### src/rtl/acc_pkg.sv
// Shared accumulator datapath constants and the store-unit state encoding,
// so the accumulator, ALU and store unit agree on widths.
package acc_pkg;

  localparam int ACC_DATA_W = 32;
  localparam int ACC_BYTE_W = 8;
  localparam int ACC_ADDR_W = 16;

  typedef enum logic [1:0] {
    ST_IDLE = 2'd0,
    ST_SEND = 2'd1,
    ST_DONE = 2'd2
  } store_state_e;

endpackage

### src/rtl/acc_store_unit.sv
// Accumulator store path: snapshots acc_out and the target address, then
// writes the word little-endian, one byte per accepted valid/ready beat.
module acc_store_unit
  import acc_pkg::*;
#(
  parameter int DATA_W = ACC_DATA_W,
  parameter int BYTE_W = ACC_BYTE_W,
  parameter int ADDR_W = ACC_ADDR_W
) (
  input  logic              execlk,
  input  logic              rst,
  input  logic [DATA_W-1:0] acc_out,
  input  logic              st_req,
  input  logic [ADDR_W-1:0] st_addr,
  output logic              st_busy,
  output logic              st_done,
  output logic              mem_wr_valid,
  input  logic              mem_wr_ready,
  output logic [ADDR_W-1:0] mem_wr_addr,
  output logic [BYTE_W-1:0] mem_wr_data
);

  localparam int NBYTES = DATA_W / BYTE_W;
  localparam int CNT_W  = (NBYTES > 1) ? $clog2(NBYTES) : 1;
  localparam logic [CNT_W-1:0] CNT_LAST = CNT_W'(NBYTES - 1);

  store_state_e      state_q, state_d;
  logic [DATA_W-1:0] word_q, word_d;
  logic [ADDR_W-1:0] base_q, base_d;
  logic [CNT_W-1:0]  cnt_q, cnt_d;

  always_ff @(posedge execlk or negedge rst) begin
    if (!rst) begin
      state_q <= ST_IDLE;
      word_q  <= '0;
      base_q  <= '0;
      cnt_q   <= '0;
    end else begin
      state_q <= state_d;
      word_q  <= word_d;
      base_q  <= base_d;
      cnt_q   <= cnt_d;
    end
  end

  always_comb begin
    state_d = state_q;
    word_d  = word_q;
    base_d  = base_q;
    cnt_d   = cnt_q;
    case (state_q)
      ST_IDLE: begin
        if (st_req) begin
          word_d  = acc_out;
          base_d  = st_addr;
          cnt_d   = '0;
          state_d = ST_SEND;
        end
      end
      ST_SEND: begin
        if (mem_wr_ready) begin
          if (cnt_q == CNT_LAST) begin
            state_d = ST_DONE;
          end else begin
            cnt_d = cnt_q + 1'b1;
          end
        end
      end
      ST_DONE: begin
        state_d = ST_IDLE;
      end
      default: begin
        state_d = ST_IDLE;
      end
    endcase
  end

  // Outputs depend only on registers; address arithmetic wraps at 2^ADDR_W.
  assign st_busy      = (state_q != ST_IDLE);
  assign st_done      = (state_q == ST_DONE);
  assign mem_wr_valid = (state_q == ST_SEND);
  assign mem_wr_addr  = base_q + ADDR_W'(cnt_q);
  assign mem_wr_data  = word_q[int'(cnt_q) * BYTE_W +: BYTE_W];

endmodule

### config.mk
export PLATFORM = sky130hd
export DESIGN_NAME = acc_store_unit
export DESIGN_NICKNAME = d
export VERILOG_FILES = /design/src/rtl/acc_pkg.sv /design/src/rtl/acc_store_unit.sv
export SDC_FILE = /design/constraint.sdc
export NUM_CORES = 1
export LEC_CHECK = 0
export BUFFER_PORTS_ARGS = -buffer_cell sky130_fd_sc_hd__buf_2
export CORE_MARGIN = 8
export CORE_UTILIZATION = 40
export DETAILED_ROUTE_END_ITERATION = 10
export PLACE_DENSITY = 0.77
export SLEW_MARGIN = 20
export SYNTH_ARGS = -nofsm -noshare
export SYNTH_HDL_FRONTEND = slang
export SYNTH_SLANG_ARGS = --single-unit
### constraint.sdc
create_clock -name execlk -period 3.67 [get_ports execlk]
set_input_delay 0.5505 -clock execlk [delete_from_list [all_inputs] [get_ports execlk]]
set_output_delay 0.5505 -clock execlk [all_outputs]
set_load 0.005 [all_outputs]
==> results of run 1 <==
==> state kept, by name (all words and copies together) (netlist names) <==
name / count
base_q: 16
cnt_q: 2
state_q: 2
word_q: 32
==> layer usage <==
| layer | routed length [µm] | part of all wire (%) | vias to the layer above |
|---|---|---|---|
| met1 | 2020 | 39 | 835 |
| met3 | 329 | 6.3 | 4 |
| met2 | 2810 | 54 | 35 |
| li1 | - | - | 801 |
| met5 | 0 | 0 | - |
| met4 | 55 | 1.1 | 0 |
==> cells by family after synthesis <==
kind of cell,after synthesis,share of synthesized area (%)
buffers and inverters,16,3.80
AND/OR/NAND/NOR,34,7.91
flip-flops,52,51.4
AO/OA/AOI/OAI,10,2.67
adder cells (fa/ha/maj),4,2.27
multiplexers,53,27.1
XOR/XNOR,14,4.84
==> per-stage QoR <==
step                instance area [µm²]  power (mW)
floorplan                          2530        1.75
global placement                   2980        2.12
detailed placement                 2980        2.17
CTS                                3090        2.55
global route                       3090        2.69
finish                             3090        2.50
==> layout by cell type (no fill, tap or decap) <==
cell type / count
a21o_1: 1
a22o_1: 3
a31oi_1: 1
and3_1: 1
and4_1: 1
buf_2: 77
buf_4: 4
bufinv_16: 1
clkbuf_1: 1
clkbuf_8: 5
clkinv_2: 1
dfrtp_1: 52
fa_1: 1
ha_1: 3
inv_1: 8
mux2_1: 3
mux2_2: 42
mux4_2: 8
nand2_1: 9
nand2_2: 1
nand2b_1: 1
nand3_1: 2
nand4_1: 2
nor2_1: 8
nor2_8: 1
nor2b_1: 2
nor3_2: 3
o21ai_0: 4
o21bai_1: 1
or2_2: 1
or3_1: 1
or3b_4: 1
xnor2_1: 6
xor2_1: 8
==> power groups by stage <==
stage               Clock, mW  Sequential, mW  Combinational [mW]
floorplan                   0            1.00               0.747
global placement            0            1.04                1.08
detailed placement          0            1.06                1.11
CTS                     0.395            1.05                1.11
global route            0.413            1.09                1.19
finish                  0.378            1.04                1.08
==> final timing paths <==
| check | from | end | slack [ns] | cells past startpoint |
|---|---|---|---|---|
| worst max-delay path | cnt_q[1] | mem_wr_addr[14] | 0.80 | 7 |
| worst min-delay path | rst | word_q[7] | 0.27 | 1 |
| worst max register to register | state_q[0] | word_q[9] | 1.70 | 3 |
| worst min register to register | word_q[6] | word_q[6] | 0.49 | 1 |
| max in group asynchronous | rst | word_q[21] | 2.90 | 2 |
| min in group execlk | st_addr[13] | base_q[13] | 0.46 | 3 |
==> final cells by class <==
class	count	area, µm²
inverters	8	30.0
multi-input cells	115	1130
clock inverters	2	35.0
fillers	588	3160
clock buffers	6	72.6
well taps	77	96.3
flip-flops and latches	52	1300
repair buffers	81	415
==> results.toml, run 1 <==
[sta]
fin_crit_ns = 2.87
hold_ws_ns = 0.268
setup_ws_ns = 0.800
fin_skew_ns = 0.00372
worst_pin_slew_ns = 0.798
period_share_pct = 78.2
hold_viol = 0
slew_violations = 0
fin_setup_tns_ns = 0
rsz0062_at_grt = "no"
fmax_ghz = 0.348
finalSetupViolations = 0
maxSlewHeadroom_pct = 46.8

[final_layout]
antenna_cells = 0
postLayoutCoreUtil_pct = 49.4
fin_nets = 319
syn2layout_area_growth_pct = 21.8
drive_above_1_share_pct = 54.9
instances_no_fill = 341

[logic_synthesis]
syn_area_per_cell_um2 = 13.8
ys_ff_latch = 52
synth_edf_count = 0
synthMostInstantiatedCell = "dfrtp_1"
synthCells = 183
async_flop_share_pct = 100
synth_common_cells = "52 x dfrtp_1, 42 x mux2_2, 9 x nand2_1"
ys_warn_count = 0
syn-num-nets = 239
synth_cell_type_count = 32
synth_largest_area_cell = "dfrtp_1"
ys_seq_area_share_pct = 51.4
synth_top_area_share_pct = 51.4
syn_area_um2 = 2530
netlist_top_cells_area = "dfrtp_1 51%, mux2_2 19%, mux4_2 7.1%"
yosys_most_used_dff = "dfrtp_1"

[global_route]
grt_pass1_vias = 1778
grt_util_met1_pct = 13.7
grt_pass1_wl_um = 8260
busiest_layer = "met2"
antenna_found_initial = 0
grt-ovfl-total = 0
grtUsageMet3_pct = 4.02
use_met2_pct = 19.1
grt_start_max_net_pins = 53
grt.total_usage_pct = 11.5

[critical_path]
critPathSlowestCell = "or3_1"
required_ns = 3.12
cp.arrival_ns = 2.32
cp-start-kind = "register"
path_class = "register to primary output"
critical_path_buf_inv_count = 3
cp-end-kind = "primary output"
critPathMaxStageDelay_ns = 0.51
crit_path_cell_trace = "buf_4 -> inv_1 -> fa_1 -> or3_1 -> nor3_2 -> xor2_1 -> buf_2"
critPathTopFamily = "simple AND/OR/NAND/NOR gates"
cp_max_fo = 13

[power_and_ir_drop]
clkPwrFrac_pct = 15.1
peakVddDrop_mv = 0.361
switching_share_pct = 32.0
p_leak_nw = 1.43
pwr-share-seq_pct = 41.8
p_int_mw = 1.70
power_density_nw_per_um2 = 810
comb_power_share_pct = 43.1
netSwitchingPower_uw = 800

[floorplan]
die_w_um = 95.6
dieArea_um2 = 9130
ios = 79
die_h_um = 95.6
core_area_um2 = 6240
rows = 29
start_util_pct = 40.6

[run]
maxCapViolCount = 0

[cts]
clk_latency_ns = 0.29
cts.sink_count = 52
cts_hold_buf = 0
cts_root_buf = "clkbuf_8"
cts_tree = "built"
clk_pin_slew_worst_paths_ns = 0.09
cts_resized = 0
clk_path_buf_depth = 2
cts_buffers = 5
post-cts-setup-buffers = 0
cts.htree.levels = 2

[place]
port_buffers = 78
dp_hpwl_um = 4040
placedCellCount = 333
place_congestion = 0.802
dpl_worst_slack_ns = 1.07

[min_path]
hold_class = "input port to asynchronous set/reset pin"

[routing]
drcViolationCount = 0
drt-pass1-iter-count = 4
routedWlPerCell_um = 15.3
final_antenna_net_count = 0
num_vias = 1675
dr.first_iter.drc_count = 54
wl_um = 5210
drt-vias-per-instance = 4.91

[status]
outcome = "complete, no violations"
Power figures use the tool's default switching activity.
==> inputs of run 2 (changes only) <==
--- a/config.mk
+++ b/config.mk
@@ -5,11 +5,12 @@
 export SDC_FILE = /design/constraint.sdc
 export NUM_CORES = 1
 export LEC_CHECK = 0
+export ABC_AREA = 1
 export BUFFER_PORTS_ARGS = -buffer_cell sky130_fd_sc_hd__buf_2
 export CORE_MARGIN = 8
 export CORE_UTILIZATION = 40
 export DETAILED_ROUTE_END_ITERATION = 10
-export PLACE_DENSITY = 0.77
+export PLACE_DENSITY = 0.79
 export SLEW_MARGIN = 20
 export SYNTH_ARGS = -nofsm -noshare
 export SYNTH_HDL_FRONTEND = slang
==> constraint.sdc (replaced) <==
create_clock -name execlk -period 2.5 [get_ports execlk]
set_input_delay 0.375 -clock execlk [delete_from_list [all_inputs] [get_ports execlk]]
set_output_delay 0.375 -clock execlk [all_outputs]
set_load 0.005 [all_outputs]
==> results.toml, run 2 <==
[cts]
cts.sink_count = 52
cts.htree.levels = 2
clk_pin_slew_worst_paths_ns = 0.09
clk_latency_ns = 0.30
cts_hold_buf = 0
cts_buffers = 5
cts_root_buf = "clkbuf_8"
clk_path_buf_depth = 2
cts_tree = "built"

[power_and_ir_drop]
clkPwrFrac_pct = 19.7
p_total_mw = 3.93
p_int_mw = 2.40
peakVddDrop_mv = 0.572
p_leak_nw = 1.80
power_density_nw_per_um2 = 1190
pwr-share-seq_pct = 38.1
comb_power_share_pct = 42.2
netSwitchingPower_mw = 1.53
switching_share_pct = 38.8

[sta]
maxSlewHeadroom_pct = 56.6
finalSetupViolations = 0
slew_violations = 0
fin_crit_ns = 2.35
fin_skew_ns = 0.00646
hold_viol = 0
period_share_pct = 94.0
fin_setup_tns_ns = 0
rsz0062_at_grt = "no"
worst_pin_slew_ns = 0.652
fmax_ghz = 0.426

[critical_path]
required_ns = 2.12
critPathSlowestCell = "fa_1"
cp.arrival_ns = 1.97
cp_max_fo = 5
crit_path_cell_trace = "ha_1 -> inv_1 -> fa_1 -> inv_1 -> nand3_2 -> nor2_4 -> nand3_1 -> nand2_1 -> nand2_1 -> buf_2"
cp-end-kind = "primary output"
cp-start-kind = "register"
path_class = "register to primary output"
critPathMaxStageDelay_ns = 0.40

[final_layout]
final_cell_area_um2 = 3310
final_cell_mix = "118 x nand2_1, 78 x buf_2, 52 x dfrtp_1"
drive_above_1_share_pct = 24.1
seqCellArea_um2 = 1300
postLayoutCoreUtil_pct = 49.8
fin_nets = 483
largest_register_ffs = 32
syn2layout_area_growth_pct = 22.7
fillers = 646
multiInputGateArea_um2 = 1220
reg_top3 = "word_q: 32 flops, base_q: 16 flops"
regMostFlops = "word_q"
layout_commonest_cell = "nand2_1"
antenna_cells = 0

[floorplan]
die_h_um = 98.1
core_area_um2 = 6640
rows = 30
dieArea_um2 = 9630
die_w_um = 98.1
ios = 79
start_util_pct = 40.6

[logic_synthesis]
synthCells = 354
ys_warn_count = 0
syn-num-nets = 410
async_flop_share_pct = 100
synth_top_area_share_pct = 48.2
ys_ff_latch = 52
synth_edf_count = 0
synth_cell_type_count = 25
syn_area_per_cell_um2 = 7.62
ys_seq_area_share_pct = 48.2
synthMostInstantiatedCell = "nand2_1"
yosys_most_used_dff = "dfrtp_1"
netlist_top_cells_area = "dfrtp_1 48%, nand2_1 17%, nand3_1 8.5%"
syn_area_um2 = 2700
synth_common_cells = "120 x nand2_1, 52 x dfrtp_1, 46 x nand3_1"
synth_largest_area_cell = "dfrtp_1"

[routing]
dr.first_iter.drc_count = 115
wl_um = 6920
num_vias = 2518
drt-vias-per-instance = 4.96
final_antenna_net_count = 0
routedWlPerCell_um = 13.6
drcViolationCount = 0
drt-pass1-iter-count = 4

[global_route]
grtUsageMet3_pct = 5.48
grt_pass1_vias = 2608
antenna_found_initial = 0
grt_start_max_net_pins = 43
grt.total_usage_pct = 15.0
grt-ovfl-total = 0
use_met2_pct = 23.9
busiest_layer = "met2"
grt_util_met1_pct = 18.7
grt_pass1_wl_um = 12000

[min_path]
hold_class = "input port to asynchronous set/reset pin"

[place]
dpl_cell_area_um2 = 3140
dp_hpwl_um = 5310
place_congestion = 0.894
port_buffers = 78

[status]
outcome = "complete, no violations"

[run]
maxCapViolCount = 0
-- run 2: cell count changes after synthesis, sizes merged, moves of 9 or more --
cell   before  now
mux2       45    0
nand2      10  120
nor2        9   39
a21oi       0    9
o21ai       4   20
inv         8   22
nand3       2   47
-- run 2: logic make-up (layout without fill, tap and decap cells) --
family / Yosys count / count (layout) / share of synthesized area, %
xor gates and xnor gates: 7 / 7 / 2.27
DFF: 52 / 52 / 48.2
buffers and inverters: 41 / 115 / 6.91
AOI/OAI and AO/OA: 38 / 38 / 7.51
adders and majority gates: 4 / 4 / 2.13
and+or+nand+nor: 212 / 212 / 32.9
-- run 2: power by group through the flow --
stage	logic, mW	registers (mW)	clock network, mW
floorplan	1.09	1.44	0
global placement	1.61	1.50	0
detailed placement	1.67	1.51	0
finish	1.66	1.50	0.774
CTS	1.67	1.49	0.791
global route	1.91	1.55	0.833
-- run 2: critical path, delay by kind of cell, from the launching register on --
kind | cells | cell delay (ns)
buffers and inverters | 3 | 0.26
DFF | 1 | 0.36
adders and majority gates | 2 | 0.57
and+or+nand+nor | 5 | 0.47
-- run 2: final cells by class --
class	instances	area share, %
flip-flops and latches	52	39.3
multi-input cells	261	37.0
repair buffers	85	13.4
well taps	80	3.02
clock inverters	3	2.72
inverters	22	2.49
clock buffers	5	2.08
-- run 2: metal layers --
| metal | vias up | routed length (µm) | share of wire, % |
|---|---|---|---|
| li1 | 1284 | - | - |
| met1 | 1139 | 3090 | 45 |
| met2 | 93 | 3230 | 47 |
| met3 | 2 | 588 | 8.5 |
| met4 | 0 | 21 | 0.30 |
| met5 | - | 0 | 0 |
-- run 2: metrics by stage --
stage | hold slack, ns | std cells | worst slack [ns]
final | 0.0855 | 508 | 0.150
after floorplan | 0.0794 | 354 | 0.425
after global placement | 0.430 | 500 | 0.451
after global routing | 0.132 | 508 | 0.00716
after CTS | 0.108 | 508 | 0.0637
after detailed placement | 0.444 | 500 | 0.416
-- run 2: final timing paths --
path,depth (start not counted),from,slack [ns],to
max in group asynchronous,2,rst,1.77,word_q[29]
max reg2reg,5,state_q[0],0.93,word_q[3]
min,1,rst,0.09,base_q[10]
max,10,cnt_q[0],0.15,mem_wr_addr[14]
min in group execlk,3,acc_out[19],0.30,word_q[19]
min reg2reg,2,word_q[13],0.48,word_q[13]
-- run 2: what timing repair did --
action                     in CTS  in global routing
setup endpoints to repair       0                  3
resized for setup               0                  4
setup buffers                   0                  0
